===== src/rtl/fifo_pkg.sv =====
// Shared read-mode constants and threshold helper for the parametrised FIFO.
package fifo_pkg;

    localparam int FIFO_STD  = 0;
    localparam int FIFO_FWFT = 1;

    function automatic logic level_ge(input int unsigned value, input int unsigned level);
        return value >= level;
    endfunction

endpackage


===== src/rtl/fifo_mem_dp.sv =====
// Simple dual-port storage: one write port and one registered read port.
// Only the read register is reset; the array keeps its contents.
module fifo_mem_dp #(
    parameter int DATA_W = 8,
    parameter int DEPTH  = 16,
    parameter int ADDR_W = $clog2(DEPTH)
) (
    input  logic              i_clk,
    input  logic              i_rst,
    input  logic              i_we,
    input  logic [ADDR_W-1:0] i_waddr,
    input  logic [DATA_W-1:0] i_wdata,
    input  logic              i_re,
    input  logic [ADDR_W-1:0] i_raddr,
    output logic [DATA_W-1:0] o_rdata
);

    logic [DATA_W-1:0] r_mem [DEPTH];

    always_ff @(posedge i_clk) begin
        if (i_we) begin
            r_mem[i_waddr] <= i_wdata;
        end
    end

    // Read-before-write: a same-address write in the same cycle returns the old word.
    always_ff @(posedge i_clk) begin
        if (i_rst) begin
            o_rdata <= '0;
        end else if (i_re) begin
            o_rdata <= r_mem[i_raddr];
        end
    end

endmodule


===== src/rtl/fifo_sync_param.sv =====
// Parametrised single-clock FIFO with occupancy count, thresholds, sticky
// error flags and selectable registered / first-word-fall-through read.
module fifo_sync_param
    import fifo_pkg::*;
#(
    parameter  int DATA_W   = 8,
    parameter  int DEPTH    = 16,
    parameter  int AF_LEVEL = DEPTH - 2,
    parameter  int AE_LEVEL = 2,
    parameter  int FWFT     = 0,
    localparam int ADDR_W   = $clog2(DEPTH)
) (
    input  logic              Clk,
    input  logic              Rst,
    input  logic              EN,
    input  logic              WR,
    input  logic              RD,
    input  logic [DATA_W-1:0] dataIn,
    input  logic              CLR_ERR,
    output logic [DATA_W-1:0] dataOut,
    output logic              EMPTY,
    output logic              FULL,
    output logic              ALMOST_FULL,
    output logic              ALMOST_EMPTY,
    output logic [ADDR_W:0]   COUNT,
    output logic              OVERFLOW,
    output logic              UNDERFLOW
);

    localparam int CNT_W   = ADDR_W + 1;
    localparam bit IS_FWFT = (FWFT == FIFO_FWFT);

    logic [ADDR_W-1:0] r_wr_ptr, r_rd_ptr;
    logic [CNT_W-1:0]  r_count;
    logic              r_ovf, r_unf;
    logic              r_byp;
    logic [DATA_W-1:0] r_byp_data;

    logic              w_empty, w_full;
    logic              w_rd_acc, w_wr_acc;
    logic              w_ovf_set, w_unf_set;
    logic [ADDR_W-1:0] w_wr_ptr_nxt, w_rd_ptr_nxt;
    logic [CNT_W-1:0]  w_count_nxt;
    logic              w_mem_re, w_byp;
    logic [ADDR_W-1:0] w_mem_raddr;
    logic [DATA_W-1:0] w_mem_rdata;

    assign w_empty      = (r_count == '0);
    assign w_full       = (r_count == CNT_W'(DEPTH));
    assign w_rd_acc     = EN & RD & ~w_empty;
    assign w_wr_acc     = EN & WR & (~w_full | w_rd_acc);
    assign w_ovf_set    = EN & WR & w_full & ~RD;
    assign w_unf_set    = EN & RD & w_empty;
    assign w_wr_ptr_nxt = w_wr_acc ? r_wr_ptr + ADDR_W'(1) : r_wr_ptr;
    assign w_rd_ptr_nxt = w_rd_acc ? r_rd_ptr + ADDR_W'(1) : r_rd_ptr;
    assign w_count_nxt  = r_count + CNT_W'(w_wr_acc) - CNT_W'(w_rd_acc);

    // FWFT keeps the read register tracking the next head; a write landing on
    // that head slot is forwarded because the array returns the old word.
    assign w_mem_re    = IS_FWFT ? (EN & (w_count_nxt != '0)) : w_rd_acc;
    assign w_mem_raddr = IS_FWFT ? w_rd_ptr_nxt : r_rd_ptr;
    assign w_byp       = IS_FWFT & w_wr_acc & (r_wr_ptr == w_rd_ptr_nxt);

    always_ff @(posedge Clk) begin
        if (Rst) begin
            r_wr_ptr <= '0;
            r_rd_ptr <= '0;
            r_count  <= '0;
            r_ovf    <= 1'b0;
            r_unf    <= 1'b0;
        end else begin
            r_wr_ptr <= w_wr_ptr_nxt;
            r_rd_ptr <= w_rd_ptr_nxt;
            r_count  <= w_count_nxt;
            r_ovf    <= w_ovf_set | (r_ovf & ~CLR_ERR);
            r_unf    <= w_unf_set | (r_unf & ~CLR_ERR);
        end
    end

    always_ff @(posedge Clk) begin
        if (Rst) begin
            r_byp      <= 1'b0;
            r_byp_data <= '0;
        end else if (w_mem_re) begin
            r_byp <= w_byp;
            if (w_byp) begin
                r_byp_data <= dataIn;
            end
        end
    end

    fifo_mem_dp #(
        .DATA_W (DATA_W),
        .DEPTH  (DEPTH),
        .ADDR_W (ADDR_W)
    ) u_mem (
        .i_clk   (Clk),
        .i_rst   (Rst),
        .i_we    (w_wr_acc & ~Rst),
        .i_waddr (r_wr_ptr),
        .i_wdata (dataIn),
        .i_re    (w_mem_re),
        .i_raddr (w_mem_raddr),
        .o_rdata (w_mem_rdata)
    );

    assign dataOut      = r_byp ? r_byp_data : w_mem_rdata;
    assign COUNT        = r_count;
    assign EMPTY        = w_empty;
    assign FULL         = w_full;
    assign ALMOST_FULL  = level_ge(32'(r_count), AF_LEVEL);
    assign ALMOST_EMPTY = ~level_ge(32'(r_count), AE_LEVEL + 1);
    assign OVERFLOW     = r_ovf;
    assign UNDERFLOW    = r_unf;

endmodule


===== config.mk =====
export PLATFORM = sky130hd
export DESIGN_NAME = fifo_sync_param
export DESIGN_NICKNAME = d
export VERILOG_FILES = /design/src/rtl/fifo_pkg.sv /design/src/rtl/fifo_mem_dp.sv /design/src/rtl/fifo_sync_param.sv
export SDC_FILE = /design/constraint.sdc
export NUM_CORES = 1
export LEC_CHECK = 0
export CORE_ASPECT_RATIO = 0.6
export CORE_MARGIN = 2
export CORE_UTILIZATION = 25
export DETAILED_ROUTE_END_ITERATION = 12
export PLACE_DENSITY = 0.46
export SLEW_MARGIN = 20
export SYNTH_ARGS = -nofsm -noshare
export SYNTH_HDL_FRONTEND = slang
export SYNTH_SLANG_ARGS = --single-unit

===== constraint.sdc =====
create_clock -name Clk -period 3.1 [get_ports Clk]
set_input_delay 0.465 -clock Clk [delete_from_list [all_inputs] [get_ports Clk]]
set_output_delay 0.465 -clock Clk [all_outputs]
set_load 0.005 [all_outputs]

==> results of run 1 <==
-- through the flow --
stage / worst slack (ps) / power, mW / instance area, sq um / std cells / util
4_1_cts: 348 / 5.15 / 7620 / 738 / 0.315
3_3_place_gp: 239 / 3.06 / 7010 / 706 / 0.290
3_5_place_dp: 181 / 3.08 / 7010 / 706 / 0.290
2_1_floorplan: 548 / 2.75 / 6160 / 340 / -
6_report: 347 / 5.08 / 7620 / 738 / 0.315
5_1_grt: 59.8 / 5.32 / 7620 / 738 / 0.315
-- power groups by stage --
stage               Combinational, mW  Clock, mW  Sequential [mW]
floorplan                       0.409          0             2.34
global placement                0.689          0             2.37
detailed placement              0.700          0             2.38
CTS                             0.703       2.11             2.34
global route                    0.775       2.21             2.34
finish                          0.687       2.06             2.33
-- logic make-up (layout without fill, tap and decap cells) --
family                     Yosys count  count (layout)  synth area share
buffers and inverters               28             104            0.0217
muxes                               49              49             0.145
DFF                                151             151             0.699
adders and majority gates           15              15            0.0317
AOI/OAI and AO/OA                   24              24            0.0362
and+or+nand+nor                     65              65            0.0551
xor gates and xnor gates             8               8            0.0114
-- worst max-delay path, cell delays in order, from the launching register on --
cell and delay, ps:
dfxtp_1 430, inv_1 110, ha_1 240, nor4b_2 180, or3_1 420, o21ai_0 110, ha_1 200, inv_1 60
fa_1 400, nand2b_1 160, a21oi_1 160, or3_1 120, a21oi_1 50
-- cell usage after synthesis, types with 3 or more instances --
master | n | share of area
inv_1 | 11 | 0.0067
nor3_1 | 6 | 0.0049
o221ai_2 | 8 | 0.020
or3_1 | 3 | 0.0030
mux2i_1 | 17 | 0.028
a21oi_1 | 6 | 0.0049
ha_1 | 14 | 0.028
nand2b_1 | 3 | 0.0030
o21ai_0 | 4 | 0.0033
dfxtp_1 | 23 | 0.075
edfxtp_1 | 128 | 0.62
nand2_1 | 10 | 0.0061
mux4_2 | 32 | 0.12
xnor2_1 | 6 | 0.0085
buf_2 | 5 | 0.0041
clkbuf_1 | 6 | 0.0037
nand3b_1 | 8 | 0.0098
nor2_1 | 25 | 0.015
-- registers in the layout, summed over array words and instances, names as in the netlist --
name	cells
u_mem.r_mem	128
OVERFLOW	1
r_wr_ptr	4
UNDERFLOW	1
u_mem.o_rdata	8
r_rd_ptr	4
COUNT	5
-- layer usage --
layer,part of all wire,vias up
met3,0.038,13
met1,0.51,1684
met2,0.44,43
li1,-,1464
met5,0,-
met4,0.012,0
-- area by class of cell --
type                       instances  area (sq um)
clock inverter                     6          60.1
tap                              322           403
timing repair buffer              60           543
inverter                          12          45.0
fill                            2307         16600
clock buffer                      26           543
multi-input combinational        161          1720
sequential                       151          4310
-- worst paths after layout --
| kind | startpoint | endpoint | depth (start not counted) |
|---|---|---|---|
| hold reg to reg | OVERFLOW$_SDFF_PP0_ | OVERFLOW$_SDFF_PP0_ | 2 |
| setup / recovery | COUNT[2]$_SDFF_PP0_ | COUNT[4]$_SDFF_PP0_ | 12 |
| hold / removal | OVERFLOW$_SDFF_PP0_ | OVERFLOW$_SDFF_PP0_ | 2 |
| setup reg to reg | COUNT[2]$_SDFF_PP0_ | COUNT[4]$_SDFF_PP0_ | 12 |
==> impl_metrics.env, run 1 <==
export IMPL_die_area_sq_um=25900
export IMPL_p_leak_nw=2.44
export IMPL_met2_usage=0.170
export IMPL_holdCritPathClass="reg -> reg"
export IMPL_insertedDiodeCount=0
export IMPL_synth_area_sq_um=6160
export IMPL_rsz0062_at_grt="false"
export IMPL_die_height_um=126
export IMPL_antenna_found_initial=0
export IMPL_cts_tree="done"
export IMPL_power_switching_mw=1.18
export IMPL_finClkSkew_ps=9.09
export IMPL_grt_busiest_layer="met2"
export IMPL_syn_inst=340
export IMPL_finalHoldWorstSlack_ps=504
export IMPL_ant_nets=0
export IMPL_final_hold_viol_count=0
export IMPL_drtIter0Drc=195
export IMPL_worstSkewPairLatency_ps=420
export IMPL_io_buffers=32
export IMPL_cts_resized=0
export IMPL_seqPwrFrac=0.459
export IMPL_pwr_share_comb=0.135
export IMPL_hpwl_um=9430
export IMPL_maxSlewViolCount=0
export IMPL_cts_buffer_depth=2
export IMPL_ys_warn_count=0
export IMPL_core_area_sq_um=24200
export IMPL_core_rowCount=44
export IMPL_synth_edf_count=128
export IMPL_required_ps=3400
export IMPL_drc=0
export IMPL_status="complete, no violations"
export IMPL_tightest_slew_ps=625
export IMPL_routabilityCongestion=0.674
export IMPL_synth_nets=369
export IMPL_period_share=0.888
export IMPL_slew_headroom=0.582
export IMPL_tns_ps=0
export IMPL_cts_sinks=151
export IMPL_syn_to_final_growth_pct=23.7
export IMPL_finalWorstPathRequiredPeriod_ps=2750
export IMPL_finalSetupViolations=0
export IMPL_ctsHoldBuffers=0
export IMPL_end_kind="flop"
export IMPL_wl_per_cell_um=19.1
export IMPL_nNetsFinal=432
export IMPL_globalRouteOverflowTotal=0
export IMPL_dr_pass1_iters=4
export IMPL_grt_pass1_vias=3451
export IMPL_cts_setup_buffers=0
export IMPL_yosysSeqAreaShare=0.699
export IMPL_root_buffer="clkbuf_16"
export IMPL_grt_pass1_wl_um=21500
export IMPL_final_common_cell="edfxtp_1"
export IMPL_synthFlopType="edfxtp_1"
export IMPL_start_util=0.255
export IMPL_crit_fanout=5
export IMPL_irDropWorstVdd_mv=0.431
export IMPL_routed_wl_um=14100
export IMPL_synthArstFlopShare=0
export IMPL_synth_seq_cells=151
export IMPL_switching_share=0.232
export IMPL_fmax_mhz=363
export IMPL_ctsHtreeMaxLevel=4
export IMPL_vias_per_cell=4.34
export IMPL_drive_gt1_frac=0.243
export IMPL_pwr_share_clk=0.406
export IMPL_track_usage=0.117
export IMPL_start_kind="flop"
export IMPL_grt_use_met1=0.169
export IMPL_final_cell_mix="edfxtp_1, mux4_2, clkdlybuf4s50_1"
export IMPL_syn_avg_cell_area_sq_um=18.1
export IMPL_io_pins=33
export IMPL_die_w_um=207
export IMPL_intPower_mw=3.90
export IMPL_cts_made_buffers=17
export IMPL_maxCapViolCount=0
export IMPL_use_met3=0.0282
export IMPL_r2r_slack_ps=350
export IMPL_path_class="reg -> reg"
export IMPL_grt_max_degree=36
export IMPL_num_vias=3204
export IMPL_clk_pin_slew_worst_paths_ps=60
export IMPL_power_density_nw_per_um2=667
export IMPL_synth_cell_type_count=37
export IMPL_arrival_ps=3050
Power figures use the tool's default switching activity.
==> run 2: changes to the inputs <==
--- a/config.mk
+++ b/config.mk
@@ -9,8 +9,9 @@
 export CORE_MARGIN = 2
 export CORE_UTILIZATION = 25
 export DETAILED_ROUTE_END_ITERATION = 12
-export PLACE_DENSITY = 0.46
+export PLACE_DENSITY = 0.37
 export SLEW_MARGIN = 20
 export SYNTH_ARGS = -nofsm -noshare
 export SYNTH_HDL_FRONTEND = slang
+export SYNTH_HIERARCHICAL = 1
 export SYNTH_SLANG_ARGS = --single-unit
==> impl_metrics.env, run 2 <==
export IMPL_fin_ws_ps=335
export IMPL_cpLargestDelayFamily="adder cells"
export IMPL_ctsHtreeMaxLevel=4
export IMPL_vias_per_cell=4.33
export IMPL_power_density_nw_per_um2=669
export IMPL_intPower_mw=3.93
export IMPL_slowest_stage="fa_1"
export IMPL_critPathBufInv=2
export IMPL_seqCellArea_sq_um=4310
export IMPL_cts_made_buffers=17
export IMPL_die_height_um=126
export IMPL_synthTopCellsByArea="edfxtp_1, mux2i_1, dfxtp_1"
export IMPL_placed_area_sq_um=7040
export IMPL_maxCapViolCount=0
export IMPL_cts_buffer_depth=2
export IMPL_synth_commonest_cells="edfxtp_1, mux2i_1, nor2_1"
export IMPL_synth_seq_cells=151
export IMPL_track_usage=0.125
export IMPL_synth_nets=434
export IMPL_holdCritStartpoint="u_mem/o_rdata[4]$_SDFFE_PP0P_"
export IMPL_core_area_sq_um=24300
export IMPL_synth_top_area_cell="edfxtp_1"
export IMPL_dr_pass1_iters=5
export IMPL_grt_max_degree=43
export IMPL_nNetsFinal=502
export IMPL_yosysSeqAreaShare=0.693
export IMPL_drtIter0Drc=248
export IMPL_antenna_found_initial=0
export IMPL_multi_input_area_sq_um=1720
export IMPL_end_kind="flop"
export IMPL_dp_slack_ps=262
export IMPL_synth_top_area_share=0.619
export IMPL_synth_most_common_cell="edfxtp_1"
export IMPL_syn_to_final_growth_pct=23.1
export IMPL_core_rowCount=44
export IMPL_syn_avg_cell_area_sq_um=15.2
export IMPL_seqPwrFrac=0.454
export IMPL_wl_per_cell_um=19.0
export IMPL_synth_cell_type_count=36
export IMPL_io_buffers=32
export IMPL_dp_cells=779
export IMPL_utilization=0.315
export IMPL_syn_inst=408
export IMPL_period_share=0.892
export IMPL_ctsHoldBuffers=0
export IMPL_finalSetupViolations=0
export IMPL_drive_gt1_frac=0.133
export IMPL_maxSlewViolCount=0
export IMPL_die_area_sq_um=26200
export IMPL_drc=0
export IMPL_die_w_um=207
export IMPL_tightest_slew_ps=822
export IMPL_regMostFlops="u_mem/r_mem"
export IMPL_path_class="reg -> reg"
export IMPL_p_leak_nw=2.47
export IMPL_final_common_cell="edfxtp_1"
export IMPL_globalRouteOverflowTotal=0
export IMPL_rsz0062_at_grt="false"
export IMPL_crit_path_start="COUNT[2]$_SDFF_PP0_"
export IMPL_start_kind="flop"
export IMPL_fmax_mhz=362
export IMPL_cts_setup_buffers=0
export IMPL_num_vias=3515
export IMPL_required_ps=3400
export IMPL_synth_area_sq_um=6210
export IMPL_io_pins=33
export IMPL_routed_wl_um=15400
export IMPL_irDropWorstVdd_mv=0.379
export IMPL_final_hold_viol_count=0
export IMPL_final_cell_mix="edfxtp_1, mux2i_1, clkdlybuf4s50_1"
export IMPL_cts_sinks=151
export IMPL_synth_edf_count=128
export IMPL_crit_chain="inv_1 -> ha_1 -> nor4b_4 -> or3_1 -> o21ai_0 -> ha_1 -> inv_1 -> fa_1 -> nand2b_1 -> a21oi_1 -> or3_1 -> a21oi_1"
export IMPL_arrival_ps=3060
export IMPL_holdCritPathClass="reg -> reg"
export IMPL_routabilityCongestion=0.741
export IMPL_final_area_sq_um=7640
export IMPL_p_total_mw=5.12
export IMPL_status="complete, no violations"
export IMPL_start_util=0.256
export IMPL_grt_pass1_vias=3642
export IMPL_crit_fanout=7
export IMPL_pwr_share_clk=0.415
export IMPL_cts_resized=0
export IMPL_ys_warn_count=6
export IMPL_grt_pass1_wl_um=23400
export IMPL_power_switching_mw=1.19
export IMPL_num_fill_cells=2380
export IMPL_pwr_share_comb=0.130
export IMPL_synthArstFlopShare=0
export IMPL_finalWorstPathRequiredPeriod_ps=2770
export IMPL_finClkSkew_ps=12.3
export IMPL_worst_r2r_startpoint="COUNT[2]$_SDFF_PP0_"
export IMPL_largest_reg_flops=128
export IMPL_slew_headroom=0.452
export IMPL_tns_ps=0
export IMPL_root_buffer="clkbuf_16"
export IMPL_final_cells=812
export IMPL_finalHoldWorstSlack_ps=468
export IMPL_cts_tree="done"
export IMPL_synthFlopType="edfxtp_1"
export IMPL_worstSkewPairLatency_ps=420
export IMPL_max_stage_delay_ps=430
export IMPL_ant_nets=0
export IMPL_switching_share=0.232
export IMPL_clk_pin_slew_worst_paths_ps=60
export IMPL_hpwl_um=10500
-- run 2: path summary, 6_finish.rpt --
kind / to / slack (ps) / depth (start not counted)
setup / recovery: COUNT[4]$_SDFF_PP0_ / 330 / 12
hold / removal: u_mem/o_rdata[4]$_SDFFE_PP0P_ / 470 / 2
hold reg to reg: u_mem/o_rdata[4]$_SDFFE_PP0P_ / 470 / 2
setup reg to reg: COUNT[4]$_SDFF_PP0_ / 330 / 12
-- run 2: cells by family after synthesis --
logic type / share of synthesized area
and+or+nand+nor: 0.0836
AOI/OAI and AO/OA: 0.0540
buffers and inverters: 0.0290
muxes: 0.105
adders and majority gates: 0.0254
DFF: 0.693
xor gates and xnor gates: 0.00988
-- run 2: final cells by class --
type	count	area share
Sequential cell	151	0.564
Multi-Input combinational cell	233	0.226
Timing Repair Buffer	64	0.0750
Clock buffer	22	0.0581
Tap cell	322	0.0527
Clock inverter	10	0.0205
Inverter	9	0.00442
Antenna cell	1	0.000327
-- run 2: power groups by stage --
stage | combinational, mW | sequential (mW) | clock, mW
floorplan | 0.339 | 2.36 | 0
global placement | 0.676 | 2.36 | 0
detailed placement | 0.674 | 2.37 | 0
CTS | 0.679 | 2.33 | 2.20
global route | 0.748 | 2.33 | 2.28
finish | 0.668 | 2.32 | 2.13
-- run 2: worst register-to-register path, cell delays in order, from the launching register on --
cell	delay [ps]
dfxtp_1	420
inv_1	100
ha_1	260
nor4b_4	170
or3_1	410
o21ai_0	100
ha_1	200
inv_1	60
fa_1	430
nand2b_1	160
a21oi_1	160
or3_1	120
a21oi_1	50
-- run 2: per-layer routing --
| layer | wire, um | vias to the layer above | GRT usage |
|---|---|---|---|
| met3 | 412 | 10 | 0.0332 |
| met5 | 0 | - | 0 |
| li1 | - | 1692 | - |
| met1 | 8710 | 1775 | 0.194 |
| met4 | 148 | 0 | 0.0340 |
| met2 | 6150 | 38 | 0.168 |
==> run 3: changes to the inputs <==
--- a/config.mk
+++ b/config.mk
@@ -5,6 +5,7 @@
 export SDC_FILE = /design/constraint.sdc
 export NUM_CORES = 1
 export LEC_CHECK = 0
+export ABC_AREA = 0
 export CORE_ASPECT_RATIO = 0.6
 export CORE_MARGIN = 2
 export CORE_UTILIZATION = 25
==> results of run 3 <==
No change in the layout: final DEF, timing and power equal those of run 2.
